`src/rtl/stream_fifo.sv`:
```
// Synchronous valid/ready FIFO with first-word fall-through, occupancy count and almost_full.
// Define STREAM_FIFO_PROTO_CHECK_EN to add the sticky input-side protocol checker on err.
module stream_fifo #(
   parameter int WIDTH    = 18,
   parameter int DEPTH    = 4,
   parameter int AF_LEVEL = DEPTH - 1,
   parameter int CW       = $clog2(DEPTH + 1)
) (
   input  logic             clk,
   input  logic             rst_n,
   input  logic [WIDTH-1:0] in_data,
   input  logic             in_valid,
   output logic             in_ready,
   output logic [WIDTH-1:0] out_data,
   output logic             out_valid,
   input  logic             out_ready,
   output logic [CW-1:0]    count,
   output logic             almost_full,
   output logic [1:0]       err
);

   localparam int AW = (DEPTH > 1) ? $clog2(DEPTH) : 1;

   logic [WIDTH-1:0] mem [DEPTH];
   logic [AW-1:0]    wr_ptr;
   logic [AW-1:0]    rd_ptr;
   logic [CW-1:0]    count_q;
   logic             push;
   logic             pop;

   // Every output is decoded from registered state only; nothing flows from in_* to out_*.
   assign in_ready    = (count_q != CW'(DEPTH));
   assign out_valid   = (count_q != '0);
   assign out_data    = out_valid ? mem[rd_ptr] : '0;
   assign almost_full = (count_q >= CW'(AF_LEVEL));
   assign count       = count_q;

   assign push = in_valid & in_ready;
   assign pop  = out_valid & out_ready;

   // NOTE: non-blocking assignments for all clocked state so every register samples pre-edge values.
   always_ff @(posedge clk or negedge rst_n) begin
      if (!rst_n) begin
         wr_ptr  <= '0;
         rd_ptr  <= '0;
         count_q <= '0;
      end else begin
         if (push)
            wr_ptr <= (wr_ptr == AW'(DEPTH - 1)) ? '0 : wr_ptr + AW'(1);
         if (pop)
            rd_ptr <= (rd_ptr == AW'(DEPTH - 1)) ? '0 : rd_ptr + AW'(1);
         case ({push, pop})
            2'b10:   count_q <= count_q + CW'(1);
            2'b01:   count_q <= count_q - CW'(1);
            default: count_q <= count_q;
         endcase
      end
   end

   // NOTE: storage has no reset; out_data is masked by out_valid, so stale words are never visible.
   always_ff @(posedge clk) begin
      if (push)
         mem[wr_ptr] <= in_data;
   end

`ifdef STREAM_FIFO_PROTO_CHECK_EN
   logic             stalled_q;
   logic [WIDTH-1:0] held_q;
   logic [1:0]       err_q;
   logic             stall;

   assign stall = in_valid & ~in_ready;

   // A producer that stalls must hold both valid and data until the word is taken.
   always_ff @(posedge clk or negedge rst_n) begin
      if (!rst_n) begin
         stalled_q <= 1'b0;
         held_q    <= '0;
         err_q     <= 2'b00;
      end else begin
         stalled_q <= stall;
         if (stall)
            held_q <= in_data;
         if (stalled_q && !in_valid)
            err_q[0] <= 1'b1;
         if (stalled_q && in_valid && (in_data != held_q))
            err_q[1] <= 1'b1;
      end
   end

   assign err = err_q;
`else
   assign err = 2'b00;
`endif

endmodule
```
`config.mk`:
```
export PLATFORM = sky130hd
export DESIGN_NAME = stream_fifo
export DESIGN_NICKNAME = d
export VERILOG_FILES = /design/src/rtl/stream_fifo.sv
export SDC_FILE = /design/constraint.sdc
export NUM_CORES = 1
export LEC_CHECK = 0
export BUFFER_PORTS_ARGS = -buffer_cell sky130_fd_sc_hd__buf_2
export CAP_MARGIN = 20
export CORE_ASPECT_RATIO = 0.8
export CORE_MARGIN = 2
export CORE_UTILIZATION = 52
export DETAILED_ROUTE_END_ITERATION = 10
export PLACE_DENSITY = 0.74
export SLEW_MARGIN = 20
export SYNTH_ARGS = -nofsm -noshare
export SYNTH_HDL_FRONTEND = slang
export SYNTH_SLANG_ARGS = --single-unit
```
`constraint.sdc`:
```
create_clock -name clk -period 2.3 [get_ports clk]
set_input_delay 0.115 -clock clk [delete_from_list [all_inputs] [get_ports clk]]
set_output_delay 0.115 -clock clk [all_outputs]
set_load 0.01 [all_outputs]
```
==> impl_metrics.csv <==
group,metric,value,unit
run_status,outcome,"completed",
flow_run,max_cap_violation_count,0,
synthesis,synth.cell_area,3194,sq um
synthesis,synth_top_area_cell,"sky130_fd_sc_hd__edfxtp_1",
floorplanning,floorplan.rows,25,
routing,vias_per_cell,5.233,
pwr,p_comb_share,37.6,%
synthesis,synth_top_area_share,67.69,%
synthesis,synth_warnings,0,
synthesis,synth.ff_latch_count,79,
placement,finalWeightedCongestion,0.6986,
floorplanning,io-pin-count,48,
floorplanning,floorplan.core_area,5912,sq um
worst_setup_path,critical_path_required,2.57,ns
layout,drive_above_1_share,42.37,%
sta,post-route-worst-setup-slack,0.1210,ns
placement,detailedPlace.worstSlack,-0.08806,ns
routing,wl_per_cell,18.02,um
layout,area.growth.synth_to_final,24.05,%
sta,period_share,94.74,%
sta,finalClockSkew,0.01021,ns
synthesis,synth.top_cells.by_area,"sky130_fd_sc_hd__edfxtp_1 (68%), sky130_fd_sc_hd__mux4_2 (13%), sky130_fd_sc_hd__dfrtp_1 (5.5%), sky130_fd_sc_hd__and2_1 (3.5%), sky130_fd_sc_hd__ha_1 (2.4%)",
worst_setup_path,timing.critical_path.slowest_stage_cell,"sky130_fd_sc_hd__or3b_4",
pwr,power.internal,0.003506,W
synthesis,synth_cell_type_count,22,
worst_setup_path,crit_fanout,6,
grt,antenna_found_initial,0,
sta,slew_violations,0,
synthesis,synth_seq_area_share,73.17,%
routing,first_drt_pass_iteration_count,4,
floorplanning,vertical_die_dimension,74.10,um
floorplanning,initial_core_util,54.03,%
pwr,sequential_power_share,40.3,%
worst_hold_path,hold_class,"in -> async",
layout,final_util,67.03,%
synthesis,post_synth_inst_count,157,
sta,finalHoldViolCount,0,
routing,drt_wl_total,5.713,mm
grt,grt_pass1_vias,1798,
clock_network,clock_latency,0.34,ns
clock_network,ctsHtreeMaxLevel,3,
clock_network,deepest_clock_path_buffer_count,2,
pwr,powerDensity,1273,nW/um^2
worst_setup_path,max_stage_delay,0.43,ns
routing,antenna_violating_nets_post_route,0,
routing,drt_drc_violations_left,0,
routing,dr_total_vias,1659,
clock_network,cts_num_sinks,79,
clock_network,root_buffer,"sky130_fd_sc_hd__clkbuf_8",
routing,drt_first_iter_violations,75,
floorplanning,die_area,6789,sq um
worst_setup_path,worstSetupEndpointType,"register",
floorplanning,die-width,91.63,um
worst_setup_path,critical_path_arrival,2.45,ns
synthesis,syn-mean-instance-area,20.35,sq um
pwr,leakage,1.469,nW
worst_setup_path,critical_path.cell_chain,"or3b_4 > and2_4 > inv_2 > ha_4 > inv_1 > fa_2 > xor2_1 > nor2_1 > xor2_1",
placement,port_buffers,45,
worst_setup_path,start_kind,"register",
sta,fin_tns_setup,0,ns
worst_setup_path,timing.critical_path.mode_cell,"sky130_fd_sc_hd__xor2_1",
layout,design.final.nets,260,
grt,groute.usage.overall,18.23,%
worst_setup_path,setup.worst_path.class,"reg -> reg",
grt,global_route_wire_length_before_repair,8.901,mm
grt,grt_max_degree,20,
pwr,power.net_switching,0.001538,W
placement,dp_wirelength,3.313,mm
sta,max_freq,0.4589,GHz
sta,whs,0.1296,ns
pwr,vdd.ir_drop.worst,0.0009162,V
layout,antenna_cells_inserted,0,
grt,grt-ovfl-total,0,
sta,layout_min_cycle_time,2.179,ns
pwr,clockPowerShare,22.0,%
clock_network,tritoncts,"built",
clock_network,cts_buffers,9,
sta,setup_viol,0,
pwr,fraction_of_power_spent_switching_nets,30.49,%
clock_network,cts.clk_slew.worst_paths,0.08,ns
layout,layout.filler_cells,412,
-- power by group through the flow --
stage	Sequential [W]	Clock [W]	Combinational [W]
finish	0.00203	0.00111	0.00190
global route	0.00206	0.00118	0.00207
CTS	0.00203	0.00113	0.00192
detailed placement	0.00209	0	0.00181
floorplan	0.00204	0	0.00122
global placement	0.00205	0	0.00175
-- per-stage QoR --
step / instances / total power (W) / area (sq um)
after floorplan: 158 / 0.003265 / 3198
after global placement: 279 / 0.003798 / 3516
after detailed placement: 279 / 0.003894 / 3516
after CTS: 317 / 0.005078 / 3960
after global routing: 317 / 0.005311 / 3963
final: 317 / 0.005043 / 3963
-- worst max-delay path, delay by kind of cell (launching register included) --
family	cells	cell delay (ns)
AND/OR/NAND/NOR	3	0.80
adder cells (fa/ha/maj)	2	0.48
flip-flops	1	0.39
XOR/XNOR	2	0.31
buffers and inverters	2	0.13
-- layout by cell type, fill, tap and decap left out, types with 2 or more instances in the layout --
master                           n
sky130_fd_sc_hd__mux4_2         18
sky130_fd_sc_hd__mux2_2          2
sky130_fd_sc_hd__and2_1         18
sky130_fd_sc_hd__nor2_1          3
sky130_fd_sc_hd__inv_6           2
sky130_fd_sc_hd__mux2_4          2
sky130_fd_sc_hd__dlygate4sd3_1  19
sky130_fd_sc_hd__clkbuf_8        9
sky130_fd_sc_hd__inv_1           5
sky130_fd_sc_hd__conb_1          2
sky130_fd_sc_hd__buf_2          45
sky130_fd_sc_hd__and3_2          4
sky130_fd_sc_hd__dfrtp_1         6
sky130_fd_sc_hd__bufinv_16       2
sky130_fd_sc_hd__and2_4          2
sky130_fd_sc_hd__ha_1            5
sky130_fd_sc_hd__xor2_1          2
sky130_fd_sc_hd__edfxtp_1       72
sky130_fd_sc_hd__buf_4           5
-- Yosys cell counts (all sizes together) --
cell and instances:
dfrtp 7, ha 6, xor2 2, clkbuf 1
xnor2 1, or3b 1, a21o 1, edfxtp 72
mux4 18, inv 6, mux2i 1, conb 1
and2 20, mux2 4, buf 7, or3 1
fa 1, nor2 3, and3 4
-- worst paths after layout --
check	end	slack, ns	cells past startpoint	startpoint
max	count[2]$_DFFE_PN0P_	0.12	9	count[1]$_DFFE_PN0P_
min	wr_ptr[0]$_DFFE_PN0P_	0.13	2	rst_n
max reg2reg	count[2]$_DFFE_PN0P_	0.12	9	count[1]$_DFFE_PN0P_
min reg2reg	rd_ptr[1]$_DFFE_PN0P_	0.56	1	rd_ptr[1]$_DFFE_PN0P_
max in group asynchronous	count[0]$_DFFE_PN0P_	2.00	2	rst_n
min in group clk	rd_ptr[1]$_DFFE_PN0P_	0.20	3	out_ready
-- metal layers --
| layer | up-vias | track usage [%] | wire length, um |
|---|---|---|---|
| li1 | 752 | - | - |
| met3 | 10 | 6.383 | 230 |
| met4 | 0 | 5.556 | 78 |
| met5 | - | 0 | 0 |
| met1 | 858 | 19.90 | 2291 |
| met2 | 39 | 34.15 | 3111 |
-- registers in the layout, summed over array words and instances (netlist names) --
name	count
rd_ptr	2
count	3
wr_ptr	2
mem	72
-- logic make-up after synthesis --
| family | after synthesis | synth area share [%] |
|---|---|---|
| DFF | 79 | 73.17 |
| and+or+nand+nor | 29 | 5.915 |
| muxes | 23 | 14.65 |
| buffers and inverters | 14 | 2.076 |
| adders and majority gates | 7 | 2.977 |
| xor gates and xnor gates | 3 | 0.8227 |
| other | 1 | 0.1174 |
| AOI/OAI and AO/OA | 1 | 0.2742 |
-- what timing repair did --
| action | 4_1_cts | 5_1_grt |
|---|---|---|
| hold buffers | 19 | 0 |
| resized for setup | 3 | 2 |
| cloned | 0 | 0 |
| endpoints found under the setup margin | 1 | 1 |
| pin swaps | 2 | 3 |
| buffers inserted | 3 | 0 |
| hold endpoints to repair | 79 | 0 |
-- layout make-up --
class	instances	area, sq um	share of cell area, %
Sequential cell	79	2338	59.01
Timing Repair Buffer	70	473.0	11.94
Multi-Input combinational cell	65	809.5	20.43
Tap cell	81	101.3	2.558
Inverter	6	22.52	0.5684
Clock buffer	10	127.6	3.221
Clock inverter	6	90.09	2.273
Note: power is estimated with default switching activity, not from simulation.
